$ cat src/rtl/axi_wr_master.sv
// Single-outstanding AXI write master: validates a client burst command, drives AW/W, collects B.
// Define AXI_WR_TIMEOUT_EN to add a B-channel watchdog that completes with resp 2'b11.
module axi_wr_master #(
  parameter int unsigned ADDR_BITS      = 32,
  parameter int unsigned DATA_BITS      = 32,
  parameter int unsigned LEN_BITS       = 8,
  parameter int unsigned SIZE_BITS      = 3,
  parameter int unsigned TIMEOUT_CYCLES = 1024
) (
  input  logic                   aclk,
  input  logic                   areset,
  input  logic                   cmd_valid,
  output logic                   cmd_ready,
  input  logic [ADDR_BITS-1:0]   cmd_addr,
  input  logic [LEN_BITS-1:0]    cmd_len,
  input  logic [SIZE_BITS-1:0]   cmd_size,
  input  logic [1:0]             cmd_burst,
  input  logic                   wd_valid,
  output logic                   wd_ready,
  input  logic [DATA_BITS-1:0]   wd_data,
  input  logic [DATA_BITS/8-1:0] wd_strb,
  output logic                   done_valid,
  output logic [1:0]             done_resp,
  output logic                   busy,
  output logic                   aw_valid,
  input  logic                   aw_ready,
  output logic [ADDR_BITS-1:0]   aw_addr,
  output logic [LEN_BITS-1:0]    aw_len,
  output logic [SIZE_BITS-1:0]   aw_size,
  output logic [1:0]             aw_burst,
  output logic [3:0]             aw_cache,
  output logic                   w_valid,
  input  logic                   w_ready,
  output logic [DATA_BITS-1:0]   w_data,
  output logic [DATA_BITS/8-1:0] w_strb,
  output logic                   w_last,
  input  logic                   b_valid,
  output logic                   b_ready,
  input  logic [1:0]             b_resp
);

  localparam int unsigned STRB_BITS = DATA_BITS / 8;
  localparam logic [SIZE_BITS-1:0] SIZE_MAX = SIZE_BITS'($clog2(STRB_BITS));

  if (TIMEOUT_CYCLES < 2 || DATA_BITS < 8) begin : g_bad_params
    $error("axi_wr_master: TIMEOUT_CYCLES must be >= 2 and DATA_BITS >= 8");
  end

  typedef enum logic [2:0] {IDLE, CHECK, XFER, RESP, DONE} state_e;

  state_e                 state_q, state_d;
  logic [ADDR_BITS-1:0]   addr_q, addr_d;
  logic [LEN_BITS-1:0]    len_q, len_d;
  logic [SIZE_BITS-1:0]   size_q, size_d;
  logic [1:0]             burst_q, burst_d;
  logic [LEN_BITS-1:0]    beat_cnt_q, beat_cnt_d;
  logic                   aw_done_q, aw_done_d;
  logic                   w_done_q, w_done_d;
  logic [1:0]             done_resp_q, done_resp_d;
  logic                   done_valid_q, done_valid_d;

`ifdef AXI_WR_TIMEOUT_EN
  localparam int unsigned TO_W = $clog2(TIMEOUT_CYCLES);
  logic [TO_W-1:0]        to_cnt_q, to_cnt_d;
`endif

  logic                   err;
  logic                   w_active;
  logic                   aw_hs, w_hs, last_hs;
  logic [31:0]            incr_end;
  logic [ADDR_BITS-1:0]   align_mask;
  logic                   wrap_len_ok;

  always_ff @(posedge aclk) begin
    if (areset) state_q <= IDLE;
    else        state_q <= state_d;
  end

  always_ff @(posedge aclk) begin
    if (areset) begin
      addr_q       <= '0;
      len_q        <= '0;
      size_q       <= '0;
      burst_q      <= '0;
      beat_cnt_q   <= '0;
      aw_done_q    <= 1'b0;
      w_done_q     <= 1'b0;
      done_resp_q  <= '0;
      done_valid_q <= 1'b0;
`ifdef AXI_WR_TIMEOUT_EN
      to_cnt_q     <= '0;
`endif
    end else begin
      addr_q       <= addr_d;
      len_q        <= len_d;
      size_q       <= size_d;
      burst_q      <= burst_d;
      beat_cnt_q   <= beat_cnt_d;
      aw_done_q    <= aw_done_d;
      w_done_q     <= w_done_d;
      done_resp_q  <= done_resp_d;
      done_valid_q <= done_valid_d;
`ifdef AXI_WR_TIMEOUT_EN
      to_cnt_q     <= to_cnt_d;
`endif
    end
  end

  always_comb begin
    incr_end    = 32'(addr_q[11:0]) + ((32'(len_q) + 32'd1) << size_q);
    align_mask  = ~({ADDR_BITS{1'b1}} << size_q);
    wrap_len_ok = (len_q == LEN_BITS'(1)) || (len_q == LEN_BITS'(3)) ||
                  (len_q == LEN_BITS'(7)) || (len_q == LEN_BITS'(15));
    err = (burst_q == 2'b11) || (size_q > SIZE_MAX) ||
          ((burst_q == 2'b10) && !wrap_len_ok) ||
          ((burst_q == 2'b10) && ((addr_q & align_mask) != '0)) ||
          ((burst_q == 2'b01) && (incr_end > 32'd4096));
  end

  always_comb begin
    state_d      = state_q;
    addr_d       = addr_q;
    len_d        = len_q;
    size_d       = size_q;
    burst_d      = burst_q;
    beat_cnt_d   = beat_cnt_q;
    aw_done_d    = aw_done_q;
    w_done_d     = w_done_q;
    done_resp_d  = done_resp_q;
    done_valid_d = (state_q == DONE);
`ifdef AXI_WR_TIMEOUT_EN
    to_cnt_d     = to_cnt_q;
`endif
    unique case (state_q)
      IDLE: begin
        if (cmd_valid && cmd_ready) begin
          addr_d      = cmd_addr;
          len_d       = cmd_len;
          size_d      = cmd_size;
          burst_d     = cmd_burst;
          beat_cnt_d  = '0;
          aw_done_d   = 1'b0;
          w_done_d    = 1'b0;
          done_resp_d = '0;
          state_d     = CHECK;
        end
      end
      CHECK: begin
        if (err) begin
          done_resp_d = 2'b10;
          state_d     = DONE;
        end else begin
          state_d     = XFER;
        end
      end
      XFER: begin
        aw_done_d  = aw_done_q | aw_hs;
        w_done_d   = w_done_q | last_hs;
        beat_cnt_d = beat_cnt_q + LEN_BITS'(w_hs);
`ifdef AXI_WR_TIMEOUT_EN
        to_cnt_d   = '0;
`endif
        if (aw_done_d && w_done_d) state_d = RESP;
      end
      RESP: begin
        if (b_valid) begin
          done_resp_d = b_resp;
          state_d     = DONE;
        end
`ifdef AXI_WR_TIMEOUT_EN
        else if (to_cnt_q == TO_W'(TIMEOUT_CYCLES - 1)) begin
          done_resp_d = 2'b11;
          state_d     = DONE;
        end else begin
          to_cnt_d    = to_cnt_q + 1'b1;
        end
`endif
      end
      DONE:    state_d = IDLE;
      default: state_d = IDLE;
    endcase
  end

  // done_valid is registered off DONE, so the pulse lands in the first IDLE cycle.
  always_comb begin
    w_active   = (state_q == XFER) && !w_done_q && !areset;
    cmd_ready  = (state_q == IDLE) && !areset;
    busy       = (state_q != IDLE) && !areset;
    aw_valid   = (state_q == XFER) && !aw_done_q && !areset;
    aw_addr    = addr_q;
    aw_len     = len_q;
    aw_size    = size_q;
    aw_burst   = burst_q;
    aw_cache   = 4'b0011;
    w_valid    = w_active && wd_valid;
    wd_ready   = w_active && w_ready;
    w_data     = w_active ? wd_data : '0;
    w_strb     = w_active ? wd_strb : '0;
    w_last     = w_active && (beat_cnt_q == len_q);
    b_ready    = (state_q == RESP) && !areset;
    done_valid = done_valid_q && !areset;
    done_resp  = done_resp_q;
    aw_hs      = aw_valid && aw_ready;
    w_hs       = w_valid && w_ready;
    last_hs    = w_hs && w_last;
  end

endmodule

$ cat config.mk
export PLATFORM = sky130hd
export DESIGN_NAME = axi_wr_master
export DESIGN_NICKNAME = d
export VERILOG_FILES = /design/src/rtl/axi_wr_master.sv
export SDC_FILE = /design/constraint.sdc
export NUM_CORES = 1
export LEC_CHECK = 0
export BUFFER_PORTS_ARGS = -buffer_cell sky130_fd_sc_hd__buf_2
export CELL_PAD_IN_SITES_DETAIL_PLACEMENT = 1
export CELL_PAD_IN_SITES_GLOBAL_PLACEMENT = 1
export CORE_UTILIZATION = 28
export DETAILED_ROUTE_END_ITERATION = 16
export PLACE_DENSITY = 0.73
export RECOVER_POWER = 50
export SYNTH_ARGS = -nofsm -noshare
export SYNTH_HDL_FRONTEND = slang
export SYNTH_SLANG_ARGS = --single-unit
$ cat constraint.sdc
create_clock -name aclk -period 5.2 [get_ports aclk]
set_input_delay 0.26 -clock aclk [delete_from_list [all_inputs] [get_ports aclk]]
set_output_delay 0.26 -clock aclk [all_outputs]
set_load 0.05 [all_outputs]
After elaboration in Yosys (flattened, before gate mapping) --
Index checks and enable logic that the tools add are counted.
Cells by class: $lt $le $gt $ge 2, shift operators 2, multiplexer cells 16, add/subtract/negate cells 3, bitwise logic cells 4, equal/unequal tests 16, reduce and logical (&&, ||, !) cells 39
Operators by type and width (count):
- adder 12 x 32 -> 32 bit | 1
- bitwise AND 32 bit | 1
- > comparator 32 x 13 -> 1 bit (second input constant) | 1
- two-way mux 32 bit | 1
- NOT 32 bit | 1
- nonzero test 32 bit | 1
- << shifter 32 x 3 -> 32 bit (first input constant) | 1
- << shifter 9 x 3 -> 32 bit | 1
- logical AND 1 bit | 19
- one-hot mux 8 bit (2 select lines) | 1
- two-way mux 3 bit | 4
- one-hot mux 3 bit (4 select lines) | 1
- adder 8 x 1 -> 9 bit (second input constant) | 1
- adder 8 x 1 -> 8 bit | 1
- equality test 8 x 1 -> 1 bit (second input constant) | 1
- equality test 8 x 2 -> 1 bit (second input constant) | 1
- equality test 8 x 3 -> 1 bit (second input constant) | 1
- equality test 8 x 4 -> 1 bit (second input constant) | 1
- equality test 8 bit | 1
- two-way mux 8 bit | 1
- inequality test 2 bit (second input constant) | 4
- logical OR 1 bit | 7
- equality test 3 x 2 -> 1 bit (second input constant) | 2
- two-way mux 2 bit | 3
- other kinds (17) | 25
Storage, ports and cells: output and inout port bits 95, bits in registers 61, word-level logic and storage cells 92, input port bits 90

Logic depth before layout (Yosys ltp) --
depth in word-level cells 11, depth in mapped cells 19, gate-level depth less buffers 18

Worst setup path after synthesis --
No wires, ideal clock.
kind flip-flop to flip-flop, start point register len_q[3] (netlist: aw_len[3]), end point register done_resp_q[1] (netlist: done_resp[1]), slack 1.262 ns, data required time 5.084 ns, library setup time 0.116 ns, cell stages (with the launch flop) 18, path buffers 2, arrival 3.822 ns, clock period less this slack 3.938 ns, path through dfxtp_1 clkbuf_1 and3_1 a21oi_1 o21ai_0 o211a_1 mux2i_1 nor2_1 a21oi_1 ha_1 clkbuf_1 and3_1 or3b_1 a311oi_1 o2111ai_1 o21a_1 and3_1 a41o_1
On the way: word-level cells in the longest chain between the ends 11, elaborated cells between the ends (all ways) 19, classes of those cells 2 x add/sub; 1 x order compare; 5 x eq/ne; 1 x shift; 10 x reduce/logical
RTL lines:
- start: declaration | line 53 | logic [LEN_BITS-1:0] len_q, len_d;
- start signal: assignment | line 95 | len_q <= len_d;
- branches (longest 8 deep; another with adder 12 x 32 -> 32 bit)
- logical OR 1 bit (*) | line 116 | ((burst_q == 2'b10) && ((addr_q & align_mask) != '0)) ||
- inequality test 2 bit (no source line) (*)
- AND reduction 4 bit (no source line) (*)
- end signal: assignment | line 101 | done_resp_q <= done_resp_d;
- end: declaration | line 59 | logic [1:0] done_resp_q, done_resp_d;
Mark *: on every way between the ends. A chain may end at the register's enable or synchronous reset.

Worst setup path after layout --
start point register len_q[0] (netlist: aw_len[0]), end point register done_resp_q[1] (netlist: done_resp[1])
Same word-level chain as after synthesis.

==> impl_metrics.env <==
export IMPL_drc_errors=0
export IMPL_ys_flop_type="dfxtp_1"
export IMPL_hold_class="in2reg"
export IMPL_chipWidth_um=120
export IMPL_synth_seq_cells=61
export IMPL_ys_seq_area_share_pct=31.2
export IMPL_power_leakage_nw=2.48
export IMPL_cts_clk_slew_worst_paths_ns=0.06
export IMPL_fill_cells=1751
export IMPL_synth_edf_count=0
export IMPL_violations="max-capacitance violations, max-slew violations"
export IMPL_rrSetupSlack_ns=0.84
export IMPL_max_cap_violations=1
export IMPL_start_kind="flip-flop"
export IMPL_drive_above_1_share_pct=22.7
export IMPL_nNetsFinal=794
export IMPL_drt_wl_total_mm=14.4
export IMPL_grt_ovfl_total=0
export IMPL_port_buffers=180
export IMPL_syn_avg_cell_area_sq_um=7.33
export IMPL_syn2layout_area_growth_pct=30.8
export IMPL_cts_max_level=3
export IMPL_root_buffer="clkbuf_16"
export IMPL_cts_hold_buf=0
export IMPL_async_flop_share_pct=0
export IMPL_core_area_sq_um=13500
export IMPL_ios=185
export IMPL_max_freq_mhz=230
export IMPL_cp_cell_sequence="ha_1 -> and2_1 -> nand3_1 -> nand3_1 -> o21ai_0 -> o21ai_0 -> o32ai_1 -> ha_1 -> a21oi_1 -> nand2_1 -> a31oi_1 -> nand4b_1 -> a311oi_1 -> o2111ai_1 -> o21a_1 -> and3_1 -> a41o_1"
export IMPL_worst_skew_pair_late_latency_ns=0.34
export IMPL_worst_pin_slew_ns=2.68
export IMPL_antenna_found_initial=2
export IMPL_finalHoldViolCount=0
export IMPL_crit_path_end_kind="flip-flop"
export IMPL_gp_congestion=0.844
export IMPL_ir_drop_uv=175
export IMPL_synth_distinct_cells=60
export IMPL_r2r_start="aw_len[0]"
export IMPL_track_usage_pct=20.6
export IMPL_min_path_cells=3
export IMPL_worst_path_buf_inv=0
export IMPL_setup_tns_ns=0
export IMPL_cts_buffers=9
export IMPL_drv_slew=51
export IMPL_p_per_area_nw_per_um2=358
export IMPL_cpPeakStageDelay_ns=0.61
export IMPL_rows=42
export IMPL_cts_sinks=61
export IMPL_cts_tree="yes"
export IMPL_final_cells=869
export IMPL_grt_pass1_wl_mm=23.3
export IMPL_hold_end="aw_size[2]"
export IMPL_ff2ff_path_depth=17
export IMPL_grt_pass1_vias=4547
export IMPL_min_from="cmd_size[2]"
export IMPL_rsz0062_at_grt="false"
export IMPL_period_minus_slack_ns=4.36
export IMPL_hpwl_mm=11.2
export IMPL_r2r_end="done_resp[1]"
export IMPL_post_cts_buffers=0
export IMPL_finalSetupViolations=0
export IMPL_drt_vias_per_instance=5.04
export IMPL_drtIter0Drc=141
export IMPL_start_util_pct=29.1
export IMPL_cts_buffer_depth=2
export IMPL_route_vias_total=4376
export IMPL_crit_slowest_cell="dfxtp_1"
export IMPL_crit_fanout=11
export IMPL_synth_area_sq_um=3920
export IMPL_wire_per_inst_um=16.6
export IMPL_cts_repair_resized=0
export IMPL_slew_headroom_pct=-78.9
export IMPL_required_ns=5.43
export IMPL_fin_crit_sh_pct=83.8
export IMPL_grt_max_degree=51
export IMPL_path_delay_family="compound AO/OA/AOI/OAI gates"
export IMPL_synthCells=534
export IMPL_final_setup_skew_ns=0.00314
export IMPL_final_antenna_net_count=0
export IMPL_worstPathArrival_ns=4.59
export IMPL_status="complete, but fails checks"
export IMPL_yosys_warnings=0
export IMPL_die_area_sq_um=14500
export IMPL_dr_pass1_iters=4
export IMPL_crit_type="reg2reg"
export IMPL_placed_cells=851
export IMPL_dieHeight_um=120
export IMPL_total_power_mw=1.83
## state kept, by name, summed over array words and instances, names as in the netlist
name,flops
aw_addr,32
aw_len,8
beat_cnt_q,8
aw_size,3
state_q,3
aw_burst,2
done_resp,2
aw_done_q,1
done_valid_q,1
w_done_q,1
## cells in the mapped netlist (all sizes together) (10+ instances only)
cell | n | area, sq um
xor2 | 11 | 96.3
nand2 | 111 | 417
and2 | 40 | 250
and3 | 11 | 68.8
clkbuf | 29 | 109
mux2i | 10 | 100
nor2 | 30 | 113
ha | 17 | 213
o21ai | 22 | 110
buf | 14 | 78.8
a21oi | 22 | 114
dfxtp | 61 | 1220
nand3 | 55 | 275
## tightest hold or removal path: stages
cell and delay, ns:
buf_2 0.07, nand2_1 0.04, nand2_1 0.04
## per-stage QoR
stage          hold WS (ns)  setup slack, ns  utilization [%]  area (sq um)
3_3_place_gp          0.440             1.19             36.3          4880
3_5_place_dp          0.447            0.868             36.3          4880
6_report              0.104            0.843             38.1          5120
2_1_floorplan         0.359             1.26                -          3920
5_1_grt               0.105            0.470             38.1          5120
4_1_cts              0.0954            0.847             38.5          5180
## how the worst max path moves through the flow
| stage | from | end | slack (ns) | depth (start not counted) |
|---|---|---|---|---|
| after floorplan | aw_len[3] | done_resp[1] | 1.26 | 17 |
| after global placement | aw_len[0] | done_resp[1] | 1.19 | 17 |
| after detailed placement | aw_len[0] | done_resp[1] | 0.87 | 17 |
| after CTS | aw_len[0] | done_resp[1] | 0.85 | 17 |
| after global routing | aw_len[0] | done_resp[1] | 0.47 | 17 |
| final | aw_len[0] | done_resp[1] | 0.84 | 17 |
## kinds of logic (layout without fill, tap and decap cells)
group | after synthesis | after routing | synth area share (%)
AO/OA/AOI/OAI | 94 | 94 | 16.1
XOR/XNOR | 13 | 13 | 2.91
adder cells (fa/ha/maj) | 18 | 18 | 5.94
buffers and inverters | 49 | 204 | 5.37
flip-flops | 61 | 61 | 31.2
multiplexers | 13 | 13 | 3.42
other | 2 | 6 | 0.192
AND/OR/NAND/NOR | 284 | 284 | 34.9
## metal layers
layer	vias up	track usage, %	routed length, um
met5	-	0	0
met1	2082	23.7	6090
met2	130	35.5	7140
li1	2146	-	-
met4	0	6.79	216
met3	18	7.22	984
## cell type report
type	count	area, sq um	area share, %
sequential	61	1220	23.8
tap	176	220	4.30
clock inverter	5	60.1	1.17
antenna	2	5.00	0.0977
inverter	6	22.5	0.440
multi-input combinational	426	2500	48.8
timing repair buffer	182	851	16.6
clock buffer	11	243	4.74
## cell usage in the layout (no fill, tap or decap), types with 6 or more instances in the layout
| master | Yosys | routed |
|---|---|---|
| a211oi_1 | 6 | 6 |
| a21oi_1 | 21 | 21 |
| and2_1 | 40 | 39 |
| and3_1 | 11 | 11 |
| buf_2 | 3 | 128 |
| clkbuf_1 | 29 | 53 |
| clkbuf_16 | 0 | 9 |
| dfxtp_1 | 61 | 61 |
| ha_1 | 17 | 17 |
| mux2i_1 | 10 | 10 |
| nand2_1 | 111 | 110 |
| nand3_1 | 55 | 55 |
| nor2_1 | 30 | 30 |
| nor3_1 | 8 | 7 |
| nor4_1 | 6 | 6 |
| o21a_1 | 6 | 6 |
| o21ai_0 | 20 | 20 |
| xor2_1 | 11 | 11 |
## power breakdown
part / switching [mW] / internal, mW / total (mW)
Sequential: 0.0727 / 0.513 / 0.586
Clock: 0.227 / 0.384 / 0.610
Combinational: 0.448 / 0.187 / 0.635
Power figures use the tool's default switching activity.
